<file path="config.mk">
export PLATFORM = sky130hd
export DESIGN_NAME = control_fsm
export DESIGN_NICKNAME = d
export VERILOG_FILES = /design/src/rtl/ctrl_pkg.sv /design/src/rtl/ctrl_decode.sv /design/src/rtl/control_fsm.sv
export SDC_FILE = /design/constraint.sdc
export NUM_CORES = 1
export LEC_CHECK = 0
export BUFFER_PORTS_ARGS = -buffer_cell sky130_fd_sc_hd__buf_2
export CAP_MARGIN = 25
export CORE_UTILIZATION = 23
export DETAILED_ROUTE_END_ITERATION = 8
export PLACE_DENSITY = 0.48
export RECOVER_POWER = 50
export SYNTH_ARGS = -nofsm -noshare
export SYNTH_HDL_FRONTEND = slang
export SYNTH_HIERARCHICAL = 1
export SYNTH_SLANG_ARGS = --single-unit
export TNS_END_PERCENT = 30
</file>
<file path="constraint.sdc">
create_clock -name clk -period 3.4 [get_ports clk]
set_input_delay 0.34 -clock clk [delete_from_list [all_inputs] [get_ports clk]]
set_output_delay 0.34 -clock clk [all_outputs]
set_load 0.01 [all_outputs]
</file>
<file path="src/rtl/ctrl_pkg.sv">
// ctrl_pkg: shared opcode/funct constants, ALU and error encodings, FSM state type
package ctrl_pkg;
    localparam logic [5:0] OP_RTYPE = 6'b000001;
    localparam logic [5:0] OP_LOAD  = 6'b000010;
    localparam logic [5:0] OP_STORE = 6'b000011;
    localparam logic [5:0] FN_ADD   = 6'b100000;
    localparam logic [5:0] FN_SUB   = 6'b100010;
    localparam logic [5:0] FN_AND   = 6'b100100;
    localparam logic [5:0] FN_OR    = 6'b100101;
    localparam logic [5:0] FN_MUL   = 6'b110010;
    localparam logic [2:0] ALU_ADD  = 3'd0;
    localparam logic [2:0] ALU_SUB  = 3'd1;
    localparam logic [2:0] ALU_AND  = 3'd2;
    localparam logic [2:0] ALU_OR   = 3'd3;
    localparam logic [2:0] ALU_MUL  = 3'd4;
    localparam logic [1:0] ERR_NONE    = 2'd0;
    localparam logic [1:0] ERR_ILLEGAL = 2'd1;
    localparam logic [1:0] ERR_TIMEOUT = 2'd2;
    typedef enum logic [2:0] {IDLE, DECODE, EXEC, MEM, WB, ERR} state_t;
endpackage

</file>
<file path="src/rtl/ctrl_decode.sv">
// ctrl_decode: combinational op/funct decode
// Ports: op, funct in; alu_op, alu_src, is_mul, is_load, is_store, illegal out.
module ctrl_decode
    import ctrl_pkg::*;
(
    input  logic [5:0] op,
    input  logic [5:0] funct,
    output logic [2:0] alu_op,
    output logic       alu_src,
    output logic       is_mul,
    output logic       is_load,
    output logic       is_store,
    output logic       illegal
);
    logic is_r;
    always_comb begin
        is_r     = op == OP_RTYPE;
        is_load  = op == OP_LOAD;
        is_store = op == OP_STORE;
        is_mul   = is_r && funct == FN_MUL;
        alu_src  = is_load || is_store;
        alu_op   = !is_r ? ALU_ADD :
                   funct == FN_SUB ? ALU_SUB :
                   funct == FN_AND ? ALU_AND :
                   funct == FN_OR  ? ALU_OR  :
                   funct == FN_MUL ? ALU_MUL : ALU_ADD;
        illegal  = !(is_r || is_load || is_store) ||
                   (is_r && !(funct inside {FN_ADD, FN_SUB, FN_AND, FN_OR, FN_MUL}));
    end
endmodule

</file>
<file path="src/rtl/control_fsm.sv">
// control_fsm: multi-cycle instruction control FSM driving registered datapath controls
// Ports: clk, rst; instr_valid/instr/instr_ready handshake; mem_ready from data memory;
//        rs_addr, rt_addr, rd_addr, imm_ext, alu_op, alu_src, mult_start, mem_read,
//        mem_write, reg_write, wb_sel, done, error, err_code to the datapath.
module control_fsm
    import ctrl_pkg::*;
#(
    parameter int DATA_W      = 32,
    parameter int MULT_LAT    = 4,
    parameter int MEM_TIMEOUT = 16
) (
    input  logic              clk,
    input  logic              rst,
    input  logic              instr_valid,
    input  logic [31:0]       instr,
    output logic              instr_ready,
    input  logic              mem_ready,
    output logic [4:0]        rs_addr,
    output logic [4:0]        rt_addr,
    output logic [4:0]        rd_addr,
    output logic [DATA_W-1:0] imm_ext,
    output logic [2:0]        alu_op,
    output logic              alu_src,
    output logic              mult_start,
    output logic              mem_read,
    output logic              mem_write,
    output logic              reg_write,
    output logic              wb_sel,
    output logic              done,
    output logic              error,
    output logic [1:0]        err_code
);
    state_t     state, nxt;
    logic [5:0] op, funct;
    logic [7:0] cnt;
    logic [2:0] d_alu_op;
    logic       d_alu_src, d_mul, d_load, d_store, d_illegal, accept;
    logic       unused_shamt;

    assign accept       = instr_valid && instr_ready;
    assign unused_shamt = ^instr[10:6];

    ctrl_decode u_dec (
        .op       (op),
        .funct    (funct),
        .alu_op   (d_alu_op),
        .alu_src  (d_alu_src),
        .is_mul   (d_mul),
        .is_load  (d_load),
        .is_store (d_store),
        .illegal  (d_illegal)
    );

    // cnt is shared: MUL hold count in EXEC, timeout count in MEM
    always_comb begin
        nxt = state;
        case (state)
            IDLE:    nxt = accept ? DECODE : IDLE;
            DECODE:  nxt = d_illegal ? ERR : EXEC;
            EXEC:    nxt = d_mul && cnt != 8'd0 ? EXEC : d_load || d_store ? MEM : WB;
            MEM:     nxt = mem_ready ? WB : cnt == 8'd0 ? ERR : MEM;
            default: nxt = IDLE;
        endcase
    end

    // outputs are registered from the next state so they line up with it
    always_ff @(posedge clk) begin
        if (rst) begin
            state       <= IDLE;
            cnt         <= '0;
            op          <= '0;
            funct       <= '0;
            rs_addr     <= '0;
            rt_addr     <= '0;
            rd_addr     <= '0;
            imm_ext     <= '0;
            alu_op      <= '0;
            alu_src     <= 1'b0;
            instr_ready <= 1'b1;
            mult_start  <= 1'b0;
            mem_read    <= 1'b0;
            mem_write   <= 1'b0;
            reg_write   <= 1'b0;
            wb_sel      <= 1'b0;
            done        <= 1'b0;
            error       <= 1'b0;
            err_code    <= ERR_NONE;
        end else begin
            state <= nxt;
            cnt   <= state == DECODE ? 8'(MULT_LAT - 1) :
                     state == EXEC && nxt == MEM ? 8'(MEM_TIMEOUT - 1) :
                     cnt != 8'd0 ? cnt - 8'd1 : cnt;
            if (accept) begin
                op      <= instr[31:26];
                funct   <= instr[5:0];
                rs_addr <= instr[25:21];
                rt_addr <= instr[20:16];
                rd_addr <= instr[31:26] == OP_LOAD ? instr[20:16] : instr[15:11];
                imm_ext <= DATA_W'($signed(instr[15:0]));
            end
            if (state == DECODE) begin
                alu_op  <= d_alu_op;
                alu_src <= d_alu_src;
            end
            instr_ready <= nxt == IDLE;
            mult_start  <= state == DECODE && nxt == EXEC && d_mul;
            mem_read    <= nxt == MEM && d_load;
            mem_write   <= nxt == MEM && d_store;
            reg_write   <= nxt == WB && !d_store;
            wb_sel      <= nxt == WB && d_load;
            done        <= nxt == WB;
            error       <= nxt == ERR;
            err_code    <= accept ? ERR_NONE :
                           nxt == ERR ? (state == MEM ? ERR_TIMEOUT : ERR_ILLEGAL) : err_code;
        end
    end
endmodule

</file>
==> metrics.csv <==
metric,value,unit
pin count of the biggest net entering global routing,44,
dpl cell area,3196,sq um
post-cts repair resize count,0,
Total Power,2.630,mW
design area,3491,sq um
antenna fix cells,0,
drt wl/cell,12.46,um
Leak Pwr,1.430,nW
Syn Inst Count,315,
Yosys top cell area share,46.42,%
part of the power in combinational logic,24.9,%
die width,109.8,um
total global-route track usage,12.10,%
register area share after synthesis,46.42,%
Setup-failing EPs final,0,
Clk pwr share,40.0,%
P_sw,0.7831,mW
GP Congestion,0.7579,
data arrival time of the critical path,2.78,ns
first-pass GRT wire length,11.14,mm
Final Hold Vio Count,0,
Crit path largest cell delay,0.64,ns
max_cap viols,1,
clk_lat worst skew,0.32,ns
PwrDens,753.5,nW/um^2
Worst Path Buf+Inv,1,
fmax,395.1,MHz
Initial Utilization,23.52,%
row count,39,
Worst Path Max Fanout,5,
clk_skew,0.006498,ns
Die Height,109.8,um
post-synthesis cell area,2674,sq um
clock root buffer,clkbuf_16,
sw frac,29.77,%
Slowest cell on crit path,nor4_1,
crit start category,flop,
clock buffer depth,2,
HP Class,primary input to flop,
# hold bufs at CTS,0,
initial antenna violation count,0,
overflow left after global routing,0,
number of global-route vias before repair,2333,
Post-Layout Cell Count,542,
crit path cell chain,"nor4bb_1, nand2_2, nor4_1, inv_1, a21oi_1, o21ai_1, nor4b_4, nor2b_1",
Crit path max-delay family,simple AND/OR/NAND/NOR gates,
internal power,1.847,mW
Worst-path clk slew,0.05,ns
cell taking the most area after synthesis,dfxtp_1,
maximum vdd drop,0.3068,mV
Area Growth Syn to Fin,30.56,%
Die ar.,12060,sq um
Final Cycle Share,74.45,%
IO Pins,97,
Fin Hold WS,0.2569,ns
failing checks,"max-capacitance violations, max-slew violations",
CTS tree,built,
syn nets,353,
dpl hpwl,4.988,mm
fillers,1224,
Tmin final,2.531,ns
largest cells by area after synthesis,"dfxtp_1 46%, nand2_1 11%, a21oi_1 7.1%",
RSZ-0062 raised after global routing,false,
Yosys cell types,48,
TritonCTS buffer count,9,
setup TNS,0,ns
Sinks on Clock Net,62,
Post-synth EDFFs,0,
area of the core,11370,sq um
Nets,432,
Worst-Margin Slew,1.899,ns
Synth warnings,6,
Routed WL,6.755,mm
post-route antenna net violation count,0,
H-tree Lvls,3,
Crit path required time,3.65,ns
status,finished with violations,
Post-synth top flop,dfxtp_1,
setup bufs post-CTS,0,
Via Count,2388,
IO buf count,96,
max_slew headroom,-26.62,%
placed cell count,526,
most frequent cells in the layout,"78 x nand2_1, 62 x dfxtp_1, 52 x buf_2",
initial drt markers,103,
"leading cell type in the layout, fill and taps excluded",nand2_1,
Syn Area/Cell,8.488,sq um
1st-pass router iterations,4,
DR vias/cell,4.406,
Worst setup EP type,flop,
DRC Markers,0,
Max Slew Vio Count,44,
Synth Register Bits,62,
layout cells sized above 1,20.55,%
post-synthesis async set-or-reset flop share,0,%
sequential share of power,35.1,%
kind of critical path,flop to flop,
## power groups by stage
stage,clock [mW],combinational [mW],sequential (mW)
finish,1.05,0.656,0.923
global route,1.11,0.746,0.941
CTS,1.09,0.680,0.922
detailed placement,0,0.679,0.935
global placement,0,0.659,0.933
floorplan,0,0.469,0.949
## cell usage after synthesis (all sizes together) (3+ instances only)
cell type   n
o21ai       5
a21oi      38
nor2       21
buf        20
and2        5
nor4b       3
dfxtp      62
nor4        6
a211oi      5
o21a        3
nor3        4
nand2b      4
inv         5
xor2        4
nand3b      3
mux2i       7
nand2      80
clkbuf     11
## registers in the layout (all words and copies together), names as in the netlist, 2 cells and up
signal    cells
state         3
op            6
rs_addr       5
cnt           8
alu_op        3
imm_ext      16
rd_addr       5
err_code      2
rt_addr       5
## tightest hold or removal path: cells and delay by family
kind                   cells  cell delay, ns
AO/OA/AOI/OAI              1            0.05
buffers and inverters      1            0.09
AND/OR/NAND/NOR            1            0.04
## worst paths after layout
path / slack [ns] / depth (start not counted) / from / endpoint
worst min-delay path: 0.26 / 3 / instr[10] / imm_ext[10]$_SDFFE_PP0N_
worst max-delay path: 0.87 / 8 / imm_ext[5]$_SDFFE_PP0N_ / reg_write$_SDFF_PP0_
worst max register to register: 0.87 / 8 / imm_ext[5]$_SDFFE_PP0N_ / reg_write$_SDFF_PP0_
worst min register to register: 0.45 / 2 / rs_addr[4]$_SDFFE_PP0N_ / rs_addr[4]$_SDFFE_PP0N_
## area by class of cell
cell class | count | area [sq um] | area share (%)
tap | 143 | 178.9 | 5.125
clock inverter | 2 | 60.06 | 1.720
clock buffer | 14 | 294.0 | 8.423
timing repair buffer | 99 | 464.2 | 13.30
sequential | 62 | 1241 | 35.56
inverter | 5 | 18.77 | 0.5376
multi-input combinational | 217 | 1234 | 35.34
## per-stage QoR
step	util (%)	setup WS, ns
2_1_floorplan	-	1.201
3_3_place_gp	27.86	1.046
3_5_place_dp	28.11	0.8954
4_1_cts	31.22	0.8604
5_1_grt	30.70	0.5907
6_report	30.70	0.8687
## kinds of logic after synthesis
| group | synth area share, % |
|---|---|
| adder cells (fa/ha/maj) | 0.9357 |
| flip-flops | 46.42 |
| AND/OR/NAND/NOR | 25.69 |
| buffers and inverters | 7.440 |
| AO/OA/AOI/OAI | 14.93 |
| multiplexers | 2.621 |
| XOR/XNOR | 1.965 |
## per-layer routing
metal  track usage [%]  share of wire [%]  up-vias
met1             13.69                 44     1117
met5                 0                  0        -
met2             20.89                 50       59
met4             4.571                1.1        0
met3             4.090                5.8        8
li1                  -                  -     1204
Power figures use the tool's default switching activity.
